[config.mk]
export PLATFORM = sky130hd
export DESIGN_NAME = divider_ramp_ctrl
export DESIGN_NICKNAME = d
export VERILOG_FILES = /design/src/rtl/divider_ramp_ctrl_pkg.sv /design/src/rtl/divider_ramp_ctrl_ramp_tick_gen.sv /design/src/rtl/divider_ramp_ctrl.sv
export SDC_FILE = /design/constraint.sdc
export NUM_CORES = 1
export LEC_CHECK = 0
export BUFFER_PORTS_ARGS = -buffer_cell sky130_fd_sc_hd__buf_2
export CAP_MARGIN = 20
export CORE_MARGIN = 2
export CORE_UTILIZATION = 52
export CTS_BUF_LIST = sky130_fd_sc_hd__clkbuf_8 sky130_fd_sc_hd__clkbuf_16
export DETAILED_ROUTE_END_ITERATION = 8
export PLACE_DENSITY = 0.73
export RECOVER_POWER = 25
export SYNTH_ARGS = -nofsm -noshare
export SYNTH_HDL_FRONTEND = slang
export SYNTH_SLANG_ARGS = --single-unit
[constraint.sdc]
create_clock -name clk_i -period 11.6 [get_ports clk_i]
set_clock_uncertainty 0.05 [all_clocks]
set_input_delay 1.16 -clock clk_i [delete_from_list [all_inputs] [get_ports clk_i]]
set_output_delay 1.16 -clock clk_i [all_outputs]
set_load 0.02 [all_outputs]
[src/rtl/divider_ramp_ctrl_pkg.sv]
// Shared definitions for the divider ramp controller.
//   ctrl_state_e  : controller state encoding (idle / ramping / stopping)
//   clamp_factor  : saturate a value into [lo, hi]; operands are carried at 64 bits
//                   so callers of any WIDTH up to 64 can zero-extend into it.
package divider_ramp_ctrl_pkg;

    typedef enum logic [1:0] {
        StIdle     = 2'd0,
        StRamp     = 2'd1,
        StStopping = 2'd2
    } ctrl_state_e;

    function automatic logic [63:0] clamp_factor(input logic [63:0] value,
                                                 input logic [63:0] lo,
                                                 input logic [63:0] hi);
        logic [63:0] result;
        result = value;
        if (value < lo) begin
            result = lo;
        end else if (value > hi) begin
            result = hi;
        end
        return result;
    endfunction

endpackage

[src/rtl/divider_ramp_ctrl_ramp_tick_gen.sv]
// Update-rate tick generator for the divider ramp controller.
//   clk_i  : system clock
//   reset  : synchronous, active-high reset
//   clear  : restart the count from zero
//   enable : count while high; counter is held at zero while low
//   tick   : one-cycle pulse every RAMP_TICKS enabled cycles
module ramp_tick_gen #(
    parameter int unsigned RAMP_TICKS = 1000
) (
    input  logic clk_i,
    input  logic reset,
    input  logic clear,
    input  logic enable,
    output logic tick
);

    localparam int unsigned CntW = (RAMP_TICKS > 1) ? $clog2(RAMP_TICKS) : 1;
    localparam logic [CntW-1:0] LastCnt = CntW'(RAMP_TICKS - 1);

    logic [CntW-1:0] cnt_q, cnt_d;

    assign tick = enable && !clear && (cnt_q == LastCnt);

    always_comb begin
        cnt_d = cnt_q;
        if (clear || !enable) begin
            cnt_d = '0;
        end else if (cnt_q == LastCnt) begin
            cnt_d = '0;
        end else begin
            cnt_d = cnt_q + CntW'(1);
        end
    end

    always_ff @(posedge clk_i) begin
        if (reset) begin
            cnt_q <= '0;
        end else begin
            cnt_q <= cnt_d;
        end
    end

endmodule

[src/rtl/divider_ramp_ctrl.sv]
// Ramp controller for a runtime-factor clock divider driving a motor step clock.
// Slews the divide factor between a parked (slowest) value and a requested target at a
// bounded rate, and holds the divider in reset only once the factor is parked again.
//   clk_i         : system clock
//   reset         : synchronous, active-high reset
//   run           : level, high enables the motor
//   target_factor : requested divide factor
//   target_valid  : one-cycle strobe capturing target_factor (clamped)
//   factor_o      : factor to the divider
//   div_reset     : divider reset, high while parked
//   at_target     : running and factor_o equals the captured target
//   busy          : controller not idle
module divider_ramp_ctrl
    import divider_ramp_ctrl_pkg::*;
#(
    parameter int unsigned WIDTH      = 32,
    parameter int unsigned RAMP_TICKS = 1000,
    parameter int unsigned STEP       = 16,
    parameter int unsigned MIN_FACTOR = 2,
    parameter int unsigned MAX_FACTOR = 65536
) (
    input  logic             clk_i,
    input  logic             reset,
    input  logic             run,
    input  logic [WIDTH-1:0] target_factor,
    input  logic             target_valid,
    output logic [WIDTH-1:0] factor_o,
    output logic             div_reset,
    output logic             at_target,
    output logic             busy
);

    localparam logic [WIDTH-1:0] MaxFactor = WIDTH'(MAX_FACTOR);
    localparam logic [WIDTH:0]   StepX     = (WIDTH + 1)'(STEP);

    ctrl_state_e      state_q, state_d;
    logic [WIDTH-1:0] factor_q, factor_d;
    logic [WIDTH-1:0] target_q, target_d;
    logic             at_target_q, at_target_d;
    logic             busy_q, busy_d;
    logic             div_reset_q, div_reset_d;

    logic             tick;
    logic             leave_idle;
    logic [WIDTH-1:0] goal;
    logic [WIDTH:0]   factor_x, goal_x, stepped_x;

    ramp_tick_gen #(
        .RAMP_TICKS (RAMP_TICKS)
    ) u_tick_gen (
        .clk_i  (clk_i),
        .reset  (reset),
        .clear  (leave_idle),
        .enable (state_q != StIdle),
        .tick   (tick)
    );

    always_comb begin
        state_d = state_q;
        unique case (state_q)
            StIdle: begin
                if (run) state_d = StRamp;
            end
            StRamp: begin
                if (!run) state_d = StStopping;
            end
            StStopping: begin
                if (run) begin
                    state_d = StRamp;
                end else if (factor_q == MaxFactor) begin
                    state_d = StIdle;
                end
            end
            default: state_d = StIdle;
        endcase
    end

    assign leave_idle = (state_q == StIdle) && (state_d != StIdle);

    // Goal follows the current state; a target captured this cycle is not yet visible here.
    assign goal = (state_q == StRamp) ? target_q : MaxFactor;

    // One extra bit so the distance compare and the upward add can never wrap.
    always_comb begin
        factor_x  = {1'b0, factor_q};
        goal_x    = {1'b0, goal};
        stepped_x = factor_x;
        if (factor_x > goal_x) begin
            stepped_x = ((factor_x - goal_x) > StepX) ? (factor_x - StepX) : goal_x;
        end else if (factor_x < goal_x) begin
            stepped_x = ((goal_x - factor_x) > StepX) ? (factor_x + StepX) : goal_x;
        end
    end

    always_comb begin
        factor_d = factor_q;
        if (state_q == StIdle) begin
            factor_d = MaxFactor;
        end else if (tick) begin
            factor_d = stepped_x[WIDTH-1:0];
        end
    end

    always_comb begin
        target_d = target_q;
        if (target_valid) begin
            target_d = WIDTH'(clamp_factor(64'(target_factor), 64'(MIN_FACTOR),
                                           64'(MAX_FACTOR)));
        end
    end

    assign at_target_d = (state_d == StRamp) && (factor_d == target_d);
    assign busy_d      = (state_d != StIdle);
    assign div_reset_d = (state_d == StIdle);

    always_ff @(posedge clk_i) begin
        if (reset) begin
            state_q     <= StIdle;
            factor_q    <= MaxFactor;
            target_q    <= MaxFactor;
            at_target_q <= 1'b0;
            busy_q      <= 1'b0;
            div_reset_q <= 1'b1;
        end else begin
            state_q     <= state_d;
            factor_q    <= factor_d;
            target_q    <= target_d;
            at_target_q <= at_target_d;
            busy_q      <= busy_d;
            div_reset_q <= div_reset_d;
        end
    end

    assign factor_o  = factor_q;
    assign at_target = at_target_q;
    assign busy      = busy_q;
    assign div_reset = div_reset_q;

endmodule
# After elaboration in Yosys (flattened, before gate mapping)
# Cells that the tools add are included.
# W data, S select, Z words.
[totals]
ff_bits = 79
output_inout_bits = 35
[classes]
muxes = 15
eq_ne = 6
n_addsub = 5
n_lt_le_gt_ge = 6
n_reduce_logical = 12
[ops]
columns = ["op", "count"]
rows = [
  ["$mux W32", 10],
  ["$gt A33 B5 Y1 const B", 2],
  ["$sub A32 B32 Y33", 2],
  ["$add A32 B5 Y32 const B", 1],
  ["$eq A32 B17 Y1 const B", 1],
  ["$eq A32 B32 Y1", 1],
  ["$gt A32 B17 Y1 const B", 1],
  ["$gt A32 B32 Y1", 1],
  ["$lt A32 B2 Y1 const B", 1],
  ["$lt A32 B32 Y1", 1],
  ["$sub A32 B5 Y32 const B", 1],
  ["$add A10 B1 Y10 const B", 1],
  ["$eq A10 B10 Y1 const B", 1],
  ["$mux W2", 4],
  ["$pmux W2 S3", 1],
  ["$eq A2 B1 Y1 const B", 2],
  ["$logic_and A1 B1 Y1", 4],
  ["$logic_not A2 Y1", 2],
  ["$reduce_bool A2 Y1", 2],
  ["$reduce_or A3 Y1", 1],
  ["$eq A2 B2 Y1 const B", 1],
  ["$logic_not A1 Y1", 2],
  ["$logic_or A1 B1 Y1", 1],
]

# Logic depth before layout (Yosys ltp)
# Gate-level depths: netlist of the first run.
[depth]
ltp_word = 13
depth_mapped = 26
depth_no_buf = 20

# Hierarchy
# Synthesis of the first run repeated with hierarchy kept, for this count alone.
[hier_totals]
cells_unflattened = 1613
hier_area_um2 = 10969.3
[by_module_without_submodules]
columns = ["mod", "instances", "area_per_inst_um2", "seq_area_each_um2", "cells_each"]
rows = [
  ["divider_ramp_ctrl", 1, 10500.1, 1381.3, 1560],
  ["ramp_tick_gen", 1, 469.2, 200.2, 53],
]

# Least setup slack after synthesis of the first run
# Ideal clock, no wire load.
[synth_path]
kind = "register to register"
startpoint = "reg state_q[0]"
endpoint = "reg at_target_q (netlist: at_target)"
path_stages_with_launch = 25
slack_ns = 5.587
path_buffers = 6
period_less_slack_ns = 6.013
arrival_time_ns = 5.875
required_time_ns = 11.462
path_cell_list = "dfxtp_1 nor2b_1 clkbuf_1 clkbuf_1 clkbuf_1 buf_1 nand2_1 ha_1 clkbuf_1 and4b_1 a2111oi_0 nor4_2 o21bai_1 a21oi_1 or3_1 and2_1 or4_1 buf_1 o211ai_1 o31ai_1 o221ai_1 or4b_1 a21oi_1 o221ai_1 nor4_2"
[synth_via]
elab_chain_cells = 12
elab_cells_between_ends = 30
cone_classes = "add/sub (2); order compare (4); eq/ne (4); mux (12); reduce/logical (8)"
[synth_lines]
columns = ["element", "line", "rtl"]
rows = [
  ["start: declaration", "divider_ramp_ctrl.sv:36", "ctrl_state_e state_q, state_d;"],
  ["start signal: assignment", "divider_ramp_ctrl.sv:118", "state_q <= StIdle;"],
  ["start signal: assignment", "divider_ramp_ctrl.sv:125", "state_q <= state_d;"],
  ["parallel branches: the longest is 11 deep, another holds $sub A32 B32 Y33", "-", ""],
  ["$logic_and A1 B1 Y1 *", "divider_ramp_ctrl.sv:112", "assign at_target_d = (state_d == StRamp) && (factor_d == target_d);"],
  ["end signal: assignment", "divider_ramp_ctrl.sv:128", "at_target_q <= at_target_d;"],
  ["end: declaration", "divider_ramp_ctrl.sv:39", "logic at_target_q, at_target_d;"],
]
# Mark *: on every way between the ends.
# A chain may end at the register's enable or synchronous reset.

# Final worst setup path of the first run
# Same ends and word-level chain as after synthesis.

==> results of run 1 <==
==> stage by stage <==
stage / setup WS (ns) / util (%) / instances
final: 2.75 / 56.2 / 1886
after global routing: 2.48 / 56.2 / 1886
after CTS: 3.49 / 56.3 / 1886
after detailed placement: 3.54 / 54.9 / 1870
after global placement: 3.65 / 54.9 / 1870
after floorplan: 5.59 / - / 1604
==> Yosys cell counts, drive strengths merged, types with 40 or more instances <==
cell    count  area, µm²
nor3       61        310
xnor2      48        420
ha         57        713
nand3      51        255
inv        71        267
dfxtp      79       1580
nor4       40        312
nand4      50        313
a21oi     131        656
clkbuf     64        240
o21ai      98        490
nor2      157        589
nand2     145        547
==> state kept, by name, indices dropped and copies added, names as in the netlist <==
name / cells
at_target: 1
busy: 1
div_reset: 1
factor_o: 32
state_q: 2
target_q: 32
u_tick_gen.cnt_q: 10
==> placed cells by master, fill, tap and decap left out, drive strengths merged, types with 17 or more instances in the layout <==
cell type,netlist,routed
clkbuf,64,22
nor4,40,40
nor2b,21,21
inv,71,73
ha,57,57
o211ai,28,28
nor3,61,61
a21o,17,17
a21oi,131,131
xor2,21,21
nand4,50,50
nand2,145,145
buf,34,77
o21ai,98,98
a211oi,30,30
nor2,157,157
o21a,17,17
and2,28,28
xnor2,48,48
dfxtp,79,79
nand3,51,51
==> logic make-up (layout without fill, tap and decap cells) <==
logic type               after synthesis  count (layout)
buffers and inverters                171             178
AND/OR/NAND/NOR                      677             677
multiplexers                          20              20
adder cells (fa/ha/maj)               58              58
XOR/XNOR                              69              69
flip-flops                            79              79
AO/OA/AOI/OAI                        530             530
==> layer usage <==
metal	track usage (%)	part of all wire, %
met1	59.6	38
met2	68.6	42
met3	9.70	13
met4	30.6	8.2
met5	0	0
==> layout make-up <==
cell class	instances	area, µm²	share of cell area [%]
inverter	73	274	2.33
multi-input combinational	1354	8770	74.7
clock inverter	6	52.6	0.448
sequential	79	1580	13.5
tap	275	344	2.93
clock buffer	10	239	2.04
timing repair buffer	89	475	4.05
==> power breakdown <==
group | internal, mW | switching, mW
Clock | 0.154 | 0.122
Combinational | 0.00980 | 0.0215
Sequential | 0.272 | 0.00162
Total | 0.436 | 0.145
==> final timing paths <==
check / from / end / cells past startpoint
min reg2reg: u_tick_gen.cnt_q[0] / u_tick_gen.cnt_q[0] / 1
max: state_q[0] / at_target / 18
max reg2reg: state_q[0] / at_target / 18
min: u_tick_gen.cnt_q[0] / u_tick_gen.cnt_q[0] / 1
==> critical path: stages, from the launching register on <==
cell	delay, ns
dfxtp_1	0.74
nor2b_2	0.91
nand2_1	0.40
ha_1	0.49
nand3b_1	0.22
a21oi_1	0.14
o31ai_1	1.06
a2111oi_0	0.30
or3_1	0.41
a2111oi_0	0.44
nor4bb_1	0.45
nand4_1	0.73
nor2_1	0.49
nor3_1	0.09
a311oi_1	0.84
o211ai_1	0.25
nor4_1	0.32
nand4_1	0.16
nor4_2	0.28
==> key figures, run 1 <==
Run status
  • Outcome: complete, no violations

Floorplanning
  • Site Rows: 53
  • Core area: approximately 0.021 mm²
  • Die extent in y: around 150 µm
  • Die width: about 150 µm
  • Initial Util: a little over half
  • Io pins: between 70 and 80
  • Area of the die: 0.0224 mm²

Routing
  • Iter 0 DRT Violations: roughly 2200
  • Wire per inst: 27.8 µm
  • Vias post-DR: 14100
  • Via-per-instance ratio: about 7.5
  • Final WL: 52400 µm
  • Final ANT Viol Nets: 0
  • DRC viols: 0
  • Drt pass-1 iters: 8

Layout
  • Area growth from synthesis to layout: 6.48%
  • Share of cells above drive strength 1: under 10%
  • Diode count: 0
  • Fillers: roughly 2100
  • Final non-filler cell area: about 0.012 mm²
  • Nets: 1700

Yosys
  • Synth Net Count: around 1700
  • Synth warnings: 0
  • Async SR Flop Fraction: 0%
  • Cell count after synthesis: around 1600
  • Largest family of logic cells by synthesized area: compound AO/OA/AOI/OAI gates
  • Synth Area in Compound Gates: ~33%
  • Multiplexer area fraction after synthesis: about 1.9%
  • Post-Syn Area: around 0.011 mm²
  • Sequential fraction of the synthesis area: 14.3%
  • Synth Area in Simple Gates: 32.4%
  • Number of synthesized flops with an enable pin: 0
  • Unique masters post-synth: between 90 and 100
  • Adder-cell share of the synthesized area: 6.65%
  • Xor/xnor share of the synthesized area: 5.48%
  • Avg Cell Area, Syn: approximately 7 µm²
  • Most frequently used flop master after synthesis: dfxtp_1
  • Flops & latches, synth: roughly 80

Clock network
  • Later-pin clock latency in the skew report: about 0.34 ns
  • Postcts setup bufs: 0
  • Number of gates resized after cts: 0
  • CTS tree: yes
  • CTS HTree Levels: 3
  • Hold Buf Count CTS: 0
  • CTS Root Cell: clkbuf_16
  • Clk slew on worst S/H paths: roughly 0.06 ns
  • Num CTS Buffers: 9
  • Clock Sinks: 79
  • Maximum buffer depth of the clock tree: 2

Critical path
  • Critical path required time: ~12 ns
  • Crit. End Element: flip-flop
  • CP Launch Type: flip-flop
  • Max FO, Critical Path: 25
  • Arrival @ worst endpoint: between 9 and 10 ns
  • R2R Setup Slk: about 2.8 ns
  • WS Path Type: reg2reg

STA
  • Slew Limit Headroom: 7.33%
  • Max Transition Viols Final: 0
  • Hold slack: 0.405 ns
  • Slew @ Worst Pin: between 1 and 1.5 ns
  • Final hold vios: 0
  • Final critical-path required period: a little under 9 ns
  • TNS Setup: 0 ns
  • Final setup vio count: 0
  • Period utilisation layout: 76.3%
  • Fmax: approximately 110 MHz
  • RSZ-0062 raised after global routing: no

Placed design
  • Area after detailed placement: 0.0115 mm²
  • Hpwl dp: roughly 40000 µm
  • I/O Buffers: 70
  • Gp weighted congestion: between 1 and 1.5

Power and ir drop
  • Worst VDD drop: 0.0901 mV
  • Static Leakage: approximately 5 nW
  • PD cells: just under 50 mW/mm²
  • Power after layout: roughly 0.58 mW

Global route
  • First-pass GRT wire length: between 70000 and 80000 µm
  • Number of global-route vias before repair: ~13000
  • Largest net degree at the start of global routing: 31
  • GR Overflow Total: 0
  • Initial antenna violation count: 0
  • Total track usage: about 46%

Hold path
  • HP Class: reg2reg

Run
  • Reported max-cap violation count: 0
Note: power is estimated with default switching activity, not from simulation.
==> run 2: changes to the inputs <==
PLACE_DENSITY = 0.76   (was 0.73)
clock period = 7.17 ns   (was 11.6 ns; I/O delays follow)
==> run 2 against run 1 <==
Net effect:
- maximum frequency increased by 27%
- sequential share of layout area down 0.84 points
- highest routed layer is now met5
- power rose by 66%
- critical path type unchanged
- sequential power increased by 61%
- final area up 6.7%
- critical endpoint unchanged
- cell count grew 5.1%
- sequential cell count stayed put
==> key figures, run 2 (same netlist as run 1, synthesis figures left out) <==
Placed design
  • DP Worst Slack: 0.243 ns (-3.30 ns)
  • Gp weighted congestion: 1.10 (-1.4%)
  • Hpwl dp: 43900 µm (+6.6%)
  • I/O Buffers: 70 (unchanged)
  • Area after detailed placement: 0.0122 mm² (+6.5%)
  • Inst Count DP: 1966 (+5.1%)

Critical path
  • CP Launch Type: flip-flop
  • WS Path Type: reg2reg
  • Arrival @ worst endpoint: 7.20 ns (-1.86 ns)
  • Critical path required time: 7.38 ns (-4.43 ns)
  • Crit. End Element: flip-flop
  • Max FO, Critical Path: 23 (-8.0%)

Hold path
  • HP Class: reg2reg

Floorplanning
  • Io pins: 71 (unchanged)
  • Site Rows: 53 (unchanged)
  • Area of the die: 0.0224 mm² (unchanged)
  • Core area: 0.0209 mm² (unchanged)
  • Die extent in y: 150 µm (unchanged)
  • Initial Util: 52.8% (unchanged)
  • Die width: 150 µm (unchanged)

Clock network
  • Num CTS Buffers: 9 (unchanged)
  • CTS Root Cell: clkbuf_16
  • Later-pin clock latency in the skew report: 0.36 ns (+0.02 ns)
  • CTS tree: yes
  • CTS HTree Levels: 3 (unchanged)
  • Clock Sinks: 79 (unchanged)
  • Postcts setup bufs: 0 (unchanged)
  • Clk slew on worst S/H paths: 0.06 ns (about the same)
  • Maximum buffer depth of the clock tree: 2 (unchanged)

Routing
  • Final ANT Viol Nets: 0 (unchanged)
  • Drt pass-1 iters: 5 (-3)
  • DRC viols: 0 (unchanged)
  • Wire per inst: 28.7 µm (+3.1%)
  • Iter 0 DRT Violations: 2185 (-2.1%)
  • Final WL: 56800 µm (+8.3%)
  • Vias post-DR: 14500 (+2.8%)
  • Via-per-instance ratio: 7.33 (-2.2%)

STA
  • Final setup vio count: 0 (unchanged)
  • Slew @ Worst Pin: 1.37 ns (-0.0233 ns)
  • Slew Limit Headroom: 8.88% (+1.6 points)
  • Max Transition Viols Final: 0 (unchanged)
  • Fmax: 143 MHz (+27%)
  • TNS Setup: 0 ns (unchanged)
  • Final critical-path required period: 6.99 ns (-1.86 ns)
  • RSZ-0062 raised after global routing: no
  • Final WS setup: 0.180 ns (-2.57 ns)
  • Period utilisation layout: 97.5% (+21 points)
  • Final hold vios: 0 (unchanged)

Power and ir drop
  • PD cells: 77.2 mW/mm² (+56%)
  • Worst VDD drop: 0.233 mV (+160%)
  • Static Leakage: 5.36 nW (+9.9%)
  • Power after layout: 0.967 mW (+66%)

Run status
  • Outcome: complete, no violations

Global route
  • Number of global-route vias before repair: 13400 (+2.1%)
  • Largest net degree at the start of global routing: 31 (unchanged)
  • Total track usage: 49.7% (+3.7 points)
  • GR Overflow Total: 0 (unchanged)
  • Initial antenna violation count: 1 (+1)
  • First-pass GRT wire length: 83400 µm (+6.6%)

Layout
  • Fin cells: 1982 (+5.1%)
  • Nets: 1798 (+5.8%)
  • Final non-filler cell area: 0.0125 mm² (+6.7%)
  • Most common cell after layout, fill and taps aside: nor2_1
  • Area growth from synthesis to layout: 13.6%
  • Diode count: 0 (unchanged)
  • Share of cells above drive strength 1: 13.8% (+5.3 points)
  • Most frequent cells in the layout: nor2_1, nand2_1, a21oi_1, buf_4, o21ai_0

Run
  • Reported max-cap violation count: 0 (unchanged)
## run 2: routing by layer
| metal | vias to the layer above | wire length (µm) | share of wire (%) | global-route usage [%] |
|---|---|---|---|---|
| li1 | 6283 | - | - | - |
| met1 | 6666 | 21100 | 37 | 63.5 |
| met2 | 1247 | 23000 | 41 | 73.8 |
| met3 | 338 | 8110 | 14 | 13.8 |
| met4 | 2 | 4580 | 8.1 | 30.6 |
| met5 | - | 18 | 0.032 | 0 |
## run 2: where the power goes
part	internal [mW]	switching [mW]	leakage, nW
Clock	0.274	0.194	0.140
Combinational	0.0179	0.0398	4.58
Sequential	0.441	0.000863	0.637
Total	0.733	0.234	5.36
## run 2: cell type report
type                    instances  area [µm²]
clock buffers                  10         239
multi-input cells            1354        8790
fillers                      2066        8370
well taps                     275         344
repair buffers                187        1240
flip-flops and latches         79        1580
inverters                      73         274
clock inverters                 4        47.5
## run 2: worst paths after layout
check,slack (ns),end,cells after the start,startpoint
setup / recovery,0.18,at_target,22,state_q[0]
hold / removal,0.40,u_tick_gen.cnt_q[0],1,u_tick_gen.cnt_q[0]
setup reg to reg,0.18,at_target,22,state_q[0]
hold reg to reg,0.40,u_tick_gen.cnt_q[0],1,u_tick_gen.cnt_q[0]
## run 2: metrics by stage
step                hold slack, ns  utilization (%)
global placement             0.379             58.5
global route                 0.434             59.9
CTS                          0.407             59.8
finish                       0.403             59.9
detailed placement           0.391             58.5
floorplan                    0.368                -
## run 2: worst max-delay path, stage by stage, from the launching register on
cell and delay (ns):
dfxtp_1 0.33, nor2b_4 0.55, nand2_1 0.22, ha_1 0.49, a21oi_1 0.26, o21ai_0 0.20
buf_4 0.20, or3_1 0.35, a221oi_1 0.71, o2111ai_1 0.23, or4b_1 0.51, nor4_1 0.30
buf_4 0.19, nand3_1 0.13, buf_12 0.21, o21ai_0 0.10, o21ai_0 0.12, a221oi_1 0.65
buf_4 0.23, o22ai_1 0.07, a21oi_1 0.30, o221ai_1 0.19, nor4_2 0.27
## run 2: what timing repair did
action                     4_1_cts  5_1_grt
setup endpoints to repair        0        2
gates resized for setup          0        3
hold buffers                     0        0
